**src/rtl/oup_ulpi_link.sv**
```systemverilog
// ULPI link-side PHY register access engine (immediate address read/write) with bus abort/retry and timeout.
// Define OUP_ULPI_RXCMD_EN to expose received RX CMD bytes on rxcmd_o / rxcmd_vld_o.
module oup_ulpi_link #(
   parameter int unsigned TIMEOUT_CYCLES = 255
) (
   input  logic       ulpi_clk_i,
   input  logic       rst_i,
   input  logic       req_i,
   input  logic       we_i,
   input  logic [5:0] addr_i,
   input  logic [7:0] wdata_i,
   output logic [7:0] rdata_o,
   output logic       done_o,
   output logic       err_o,
   output logic       busy_o,
   output logic [7:0] rxcmd_o,
   output logic       rxcmd_vld_o,
   input  logic [7:0] ulpi_data_i,
   output logic [7:0] ulpi_data_o,
   output logic       ulpi_data_oe_o,
   input  logic       ulpi_dir_i,
   input  logic       ulpi_nxt_i,
   output logic       ulpi_stp_o
);
   localparam int CW = $clog2(TIMEOUT_CYCLES + 1);
   localparam logic [CW-1:0] CNT_LAST = CW'(TIMEOUT_CYCLES - 1);

   typedef enum logic [3:0] {
      IDLE, TXCMD, WDATA, STP, RTURN, RDATA, RBACK, ABORT, RXBUS
   } state_t;

   state_t        state_q, state_d;
   logic [CW-1:0] cnt_q, cnt_d;
   logic          we_q, we_d;
   logic [5:0]    addr_q, addr_d;
   logic [7:0]    wdata_q, wdata_d;
   logic [7:0]    rdata_q, rdata_d;
   logic          done_q, done_d;
   logic          err_q, err_d;
   logic          tmo_stp_q, tmo_stp_d;
   logic          drive_q, drive_d;
   logic          counting;
   logic          tmo;

   // Only an active register transaction is timed; RX bus ownership is not.
   assign counting = state_q inside {TXCMD, WDATA, RTURN, RDATA, RBACK, ABORT};
   assign tmo      = counting && (cnt_q == CNT_LAST);

   always_ff @(posedge ulpi_clk_i or posedge rst_i) begin
      if (rst_i) begin
         state_q <= IDLE;
      end else begin
         state_q <= state_d;
      end
   end

   always_comb begin
      state_d = state_q;
      if (tmo) begin
         state_d = IDLE;
      end else begin
         case (state_q)
            IDLE: begin
               // A request still held during the done/err cycle is the one just finished.
               if (ulpi_dir_i) begin
                  state_d = RXBUS;
               end else if (req_i && !done_q && !err_q) begin
                  state_d = TXCMD;
               end
            end
            TXCMD: begin
               if (ulpi_dir_i) begin
                  state_d = ABORT;
               end else if (ulpi_nxt_i) begin
                  state_d = we_q ? WDATA : RTURN;
               end
            end
            WDATA: begin
               if (ulpi_dir_i) begin
                  state_d = ABORT;
               end else if (ulpi_nxt_i) begin
                  state_d = STP;
               end
            end
            STP:     state_d = IDLE;
            RTURN:   state_d = RDATA;
            RDATA:   state_d = RBACK;
            RBACK:   if (!ulpi_dir_i) state_d = IDLE;
            ABORT:   if (!ulpi_dir_i) state_d = TXCMD;
            RXBUS:   if (!ulpi_dir_i) state_d = IDLE;
            default: state_d = IDLE;
         endcase
      end
   end

   always_comb begin
      ulpi_data_o = 8'h00;
      busy_o      = 1'b1;
      case (state_q)
         IDLE, RXBUS: busy_o = 1'b0;
         TXCMD:       ulpi_data_o = {1'b1, ~we_q, addr_q};
         WDATA:       ulpi_data_o = wdata_q;
         default:     ;
      endcase
   end

   assign ulpi_stp_o     = (state_q == STP) || tmo_stp_q;
   assign ulpi_data_oe_o = drive_q & ~ulpi_dir_i;
   assign rdata_o        = rdata_q;
   assign done_o         = done_q;
   assign err_o          = err_q;

   always_comb begin
      cnt_d = cnt_q;
      if (state_d == TXCMD && state_q != TXCMD) begin
         cnt_d = '0;
      end else if (counting) begin
         cnt_d = cnt_q + 1'b1;
      end
      we_d    = we_q;
      addr_d  = addr_q;
      wdata_d = wdata_q;
      if (state_q == IDLE && state_d == TXCMD) begin
         we_d    = we_i;
         addr_d  = addr_i;
         wdata_d = wdata_i;
      end
      rdata_d   = (state_q == RDATA && !tmo) ? ulpi_data_i : rdata_q;
      done_d    = !tmo && ((state_q == WDATA && state_d == STP) ||
                           (state_q == RBACK && state_d == IDLE));
      err_d     = tmo;
      tmo_stp_d = tmo && !ulpi_dir_i;
      drive_d   = state_d inside {IDLE, TXCMD, WDATA, STP};
   end

   always_ff @(posedge ulpi_clk_i or posedge rst_i) begin
      if (rst_i) begin
         cnt_q     <= '0;
         we_q      <= 1'b0;
         addr_q    <= 6'h00;
         wdata_q   <= 8'h00;
         rdata_q   <= 8'h00;
         done_q    <= 1'b0;
         err_q     <= 1'b0;
         tmo_stp_q <= 1'b0;
         drive_q   <= 1'b0;
      end else begin
         cnt_q     <= cnt_d;
         we_q      <= we_d;
         addr_q    <= addr_d;
         wdata_q   <= wdata_d;
         rdata_q   <= rdata_d;
         done_q    <= done_d;
         err_q     <= err_d;
         tmo_stp_q <= tmo_stp_d;
         drive_q   <= drive_d;
      end
   end

`ifdef OUP_ULPI_RXCMD_EN
   logic [7:0] rxcmd_q, rxcmd_d;
   logic       rxcmd_vld_q, rxcmd_vld_d;
   logic       rx_byte;

   // The dir-rising cycle is turnaround and is never sampled here; nxt=1 bytes are packet data.
   assign rx_byte = (state_q == RXBUS || state_q == ABORT) && ulpi_dir_i && !ulpi_nxt_i;

   always_comb begin
      rxcmd_d     = rx_byte ? ulpi_data_i : rxcmd_q;
      rxcmd_vld_d = rx_byte;
   end

   always_ff @(posedge ulpi_clk_i or posedge rst_i) begin
      if (rst_i) begin
         rxcmd_q     <= 8'h00;
         rxcmd_vld_q <= 1'b0;
      end else begin
         rxcmd_q     <= rxcmd_d;
         rxcmd_vld_q <= rxcmd_vld_d;
      end
   end

   assign rxcmd_o     = rxcmd_q;
   assign rxcmd_vld_o = rxcmd_vld_q;
`else
   assign rxcmd_o     = 8'h00;
   assign rxcmd_vld_o = 1'b0;
`endif

endmodule

```
**config.mk**
```make
export PLATFORM = sky130hd
export DESIGN_NAME = oup_ulpi_link
export DESIGN_NICKNAME = d
export VERILOG_FILES = /design/src/rtl/oup_ulpi_link.sv
export SDC_FILE = /design/constraint.sdc
export NUM_CORES = 1
export LEC_CHECK = 0
export CELL_PAD_IN_SITES_DETAIL_PLACEMENT = 1
export CELL_PAD_IN_SITES_GLOBAL_PLACEMENT = 1
export CORE_UTILIZATION = 36
export DETAILED_ROUTE_END_ITERATION = 8
export PLACE_DENSITY_LB_ADDON = 0.15
export SYNTH_ARGS = -nofsm -noshare
export SYNTH_HDL_FRONTEND = slang
export SYNTH_SLANG_ARGS = --single-unit
```
**constraint.sdc**
```tcl
create_clock -name ulpi_clk_i -period 2.5 [get_ports ulpi_clk_i]
set_input_delay 0.5 -clock ulpi_clk_i [delete_from_list [all_inputs] [get_ports ulpi_clk_i]]
set_output_delay 0.5 -clock ulpi_clk_i [all_outputs]
set_load 0.01 [all_outputs]
```
# ---- Word-level counts from Yosys, hierarchy flattened
# Cells that the tools add are included.
dict set report totals {
  out_inout_bits 30
  word_cells 65
  in_bits 28
  reg_bits 39
}
dict set report classes {
  n_reduce_logical 23
  n_eq_ne 13
  add_sub_neg 1
  mux 15
  n_bitwise 3
}
# cell n
set ops {}
lappend ops {{4-bit two-way mux} 9}
lappend ops {{4-bit one-hot mux with 7 select lines} 1}
lappend ops {{4-bit by 2-bit == test with 1-bit output, second input constant} 4}
lappend ops {{4-bit by 3-bit == test with 1-bit output, second input constant} 4}
lappend ops {{8-bit two-way mux} 2}
lappend ops {{8-bit one-hot mux with 2 select lines} 1}
lappend ops {{1-bit logical AND} 10}
lappend ops {{8-bit by 1-bit adder with 8-bit output, second input constant} 1}
lappend ops {{4-bit by 1-bit == test with 1-bit output, second input constant} 2}
lappend ops {{8-bit == test, second input constant} 1}
lappend ops {{4-bit zero test} 2}
lappend ops {{6-bit nonzero test} 1}
lappend ops {{4-bit == test, second input constant} 1}
lappend ops {{1-bit zero test} 4}
lappend ops {{4-bit by 1-bit inequality test with 1-bit output, second input constant} 1}
lappend ops {{4-bit nonzero test} 1}
lappend ops {{2-bit OR reduction} 2}
lappend ops {{3-bit two-way mux} 1}
lappend ops {{1-bit logical OR} 2}
lappend ops {{1-bit NOT} 2}
lappend ops {{2-bit nonzero test} 1}
lappend ops {{1-bit AND} 1}
lappend ops {{1-bit two-way mux} 1}

# ---- Longest topological paths before layout
dict set report depth {
  word_depth 11
  mapped_depth 9
  ltp_nobuf 7
}

# ---- Least setup slack after synthesis
# Ideal clock, no wire load.
dict set report synth_timing {
  kind {in2reg}
  start {in ulpi_dir_i}
  end {reg cnt_q[3]}
  path_stages 8
  arrival_time_ns 1.973
  path_buffers 2
  setup_time_ns 0.077
  setup_slack_ns 0.449
  path_cell_list {buf_2 -> nor4b_4 -> nand3_2 -> o211ai_4 -> a31oi_4 -> buf_6 -> or3_1 -> a21oi_1}
}
dict set report synth_between {
  elab_chain_len 6
  word_cells_on_any_way 11
  classes_between {eq/ne (1); mux (8); reduce/logical (2)}
}
# item line_no
set synth_lines {}
lappend synth_lines {{start: declaration} 21} ;# input logic ulpi_dir_i,
lappend synth_lines {{4-bit two-way mux (on tied branches)} --}
lappend synth_lines {{4-bit one-hot mux with 7 select lines (*)} 62} ;# case (state_q)
lappend synth_lines {{4-bit two-way mux (*)} 59} ;# if (tmo) begin
lappend synth_lines {{4-bit by 1-bit == test with 1-bit output (*)} 115} ;# if (state_d == TXCMD && state_q != TXCMD) begin
lappend synth_lines {{1-bit logical AND (*)} 115}
lappend synth_lines {{8-bit two-way mux or 2-bit nonzero test (tied branches)} --}
lappend synth_lines {{end signal: assignment} 148} ;# cnt_q <= cnt_d;
lappend synth_lines {{end: declaration} 33} ;# logic [CW-1:0] cnt_q, cnt_d;
# Mark *: on every way between the ends. The rest lies on a longest branch, timed or not.
# A chain may end at the register's enable or synchronous reset.

# ---- Worst setup path after layout
dict set report layout_timing {
  start {reg state_q[0]}
  end {out ulpi_data_o[5]}
}
dict set report layout_between {
  elab_chain_len 2
  word_cells_on_any_way 3
  classes_between {eq/ne (2); mux (1)}
}
# item line_no
set layout_lines {}
lappend layout_lines {{start: declaration} 32} ;# state_t state_q, state_d;
lappend layout_lines {{start signal: assignment} 53} ;# state_q <= state_d;
lappend layout_lines {{4-bit by 2-bit == test with 1-bit output or 4-bit by 1-bit == test with 1-bit output (tied branches)} 99} ;# case (state_q)
lappend layout_lines {{8-bit one-hot mux with 2 select lines (*)} 99}
lappend layout_lines {{end: declaration} 19} ;# output logic [7:0] ulpi_data_o,
# Marks and branches as above.

==> run metrics <==
distinct cell type count after synthesis 44; CTS Hold Bufs 0; P&R area growth vs syn 33.4%; drt wl/cell 15.3 µm; pwr dens 1090 nW/µm²; CTS H-tree lvls 2; Post-synth EDFFs 0; Vias/cell 5.11; Mapped Avg Cell Area 10.6 µm²; number of clock sinks 39; clk_skew 0.00964 ns; CTS Root Cell clkbuf_8; grt total ovfl 0; Fin. Hold Viols 0; Initial Util 37.6%; Setup crit end kind output port; most frequent cells in the layout clkdlybuf4s50_1 (46), dfrtp_1 (39), mux2_2 (23); Ys Warns 0; Placed Instance Area 2650 µm²; Max Slew Vio Count 0; die footprint 6090 µm²; status finished clean; vias in the first global route 1,714; register area share after synthesis 46.9%; Cells after Synth 196; first-pass GRT wire length 8320 µm; slowest CP cell clkdlybuf4s50_1; Placed Cells 317; port bufs 48; number of diodes 0; largest net degree at the start of global routing 40; Yosys reg bits 39; via count 1,671; Metal-1 WL 2310 µm; worst r2r dst cnt_q[4]; met2 WL 2300 µm; dpl ws -0.168 ns; FILL cells 639; type of the worst setup path reg -> out; I/O pins 58; Max-cap violations 0; synthesized area 2080 µm²; core area 5540 µm²; Routed WL 5000 µm; Antenna Nets Post-Route 0; RSZ-0062 raised after global routing false; worst vdd ir 412 µV; remaining design rule violation count 0; clk slew on worst S/H paths 0.08 ns; Iter 0 DRT Violations 60; met3 routed WL 309 µm; Tot GR Track Use 17.7%; Synth Flop Type dfrtp_1; Die W 78.1 µm; final worst path period need 2.38 ns; Min-Delay Path Class reg -> reg; Longest Clk Path Bufs 2; Core Util, Final 50.1%; fin crit share 95.3%; CP Data Required Time 2.00 ns; clock latency on the worst-skew pair 0.29 ns; DP Wirelength 3660 µm; setup ws final 0.118 ns; Finished Layout Cells 327; FMAX 0.420 GHz; reg2reg setup slack 0.13 ns; Arr. time, crit path 1.88 ns; R2R depth 8; most common cell after layout, fill and taps aside clkdlybuf4s50_1; die height 78.1 µm; Async S/R FF share, synth 100%; Leakage 1.21 nW; final setup TNS 0 ns; CTS buffer count 5; CTS tree done; worst r2r src state_q[0]; Worst Setup EP ulpi_data_o[5]; critical path fanouts, max 8; Rows 27; initial antenna violation count 0; NumNets Final 284; delay of the slowest cell on the worst path 0.55 ns; crit-path cells nor2b_2, buf_4, a22oi_1, nor2_1, clkdlybuf4s50_1; CP startpoint state_q[0]; CP Launch Type flip-flop; layout cells sized above 1 23.5%; Placer Congestion 0.755; highest routed metal layer met4; # setup viols final 0; DR pass1 iterations 4; Final Instance Area 2780 µm²
how the worst min path moves through the flow:
stage	from	depth (start not counted)	to
after global placement	rdata_o[7]	1	rdata_o[7]
after floorplan	wdata_q[7]	1	wdata_q[7]
after CTS	wdata_q[2]	1	wdata_q[2]
after detailed placement	wdata_q[2]	1	wdata_q[2]
after global routing	addr_q[5]	1	addr_q[5]
final	rdata_o[4]	1	rdata_o[4]
power by group:
part           internal, mW  total [mW]  switching, mW
logic                 0.784        1.51          0.723
clock network         0.225       0.454          0.229
registers             0.885        1.06          0.173
total                  1.89        3.02           1.12
Yosys cell counts, drive strengths merged (2+ instances only):
cell type / count / share of area [%]
buf: 19 / 6.2
dfrtp: 39 / 47
o211a: 2 / 0.96
nor4b: 3 / 2.3
nor3: 4 / 0.96
or2: 2 / 0.60
a21oi: 14 / 3.4
nor2b: 5 / 1.5
clkbuf: 2 / 0.36
nand3: 7 / 1.9
nand2: 3 / 0.54
o21ai: 14 / 3.4
a31oi: 2 / 1.3
a22oi: 7 / 2.5
inv: 8 / 1.4
or3: 7 / 2.1
nand4: 2 / 0.60
nor2: 15 / 2.7
ha: 2 / 1.2
and3: 4 / 1.2
mux2: 23 / 12
critical path, delay by kind of cell, from the launching register on:
family / cells / cell delay (ns)
flops: 1 / 0.40
compound gates: 1 / 0.09
simple gates: 2 / 0.33
buf+inv: 2 / 0.75
metal layers:
metal	up-vias	GRT usage [%]
met3	9	6.51
met1	816	22.8
met2	51	27.3
li1	795	-
met5	-	0
met4	0	6.30
kinds of logic after synthesis:
family                     after synthesis  share of synthesized area, %
and+or+nand+nor                         57                          16.3
AOI/OAI and AO/OA                       44                          14.5
DFF                                     39                          46.9
buffers and inverters                   29                          8.05
muxes                                   24                          12.9
adders and majority gates                2                          1.20
other                                    1                         0.180
flip-flops by register name, summed over array words and instances (netlist names):
register / flops
done_o: 1
addr_q: 6
wdata_q: 8
state_q: 4
rdata_o: 8
drive_q: 1
tmo_stp_q: 1
we_q: 1
err_o: 1
cnt_q: 8
timing repair:
item                                    in CTS  in global routing
resized for setup                            0                  5
setup buffers                                0                  2
endpoints found under the setup margin       0                  8
stage by stage:
step                total power, mW  hold WS [ns]
floorplan                      1.99         0.480
detailed placement             2.55         0.494
CTS                            3.03         0.512
finish                         3.02         0.506
global placement               2.52         0.486
global route                   3.26         0.530
final cells by class:
| class | count | area (µm²) | share of cell area (%) |
|---|---|---|---|
| Inverter | 8 | 30.0 | 1.08 |
| Timing Repair Buffer | 64 | 609 | 21.9 |
| Tap cell | 72 | 90.1 | 3.24 |
| Clock inverter | 2 | 16.3 | 0.586 |
| Sequential cell | 39 | 976 | 35.1 |
| Multi-Input combinational cell | 136 | 973 | 35.0 |
| Clock buffer | 6 | 82.6 | 2.97 |
Note: power is estimated with default switching activity, not from simulation.
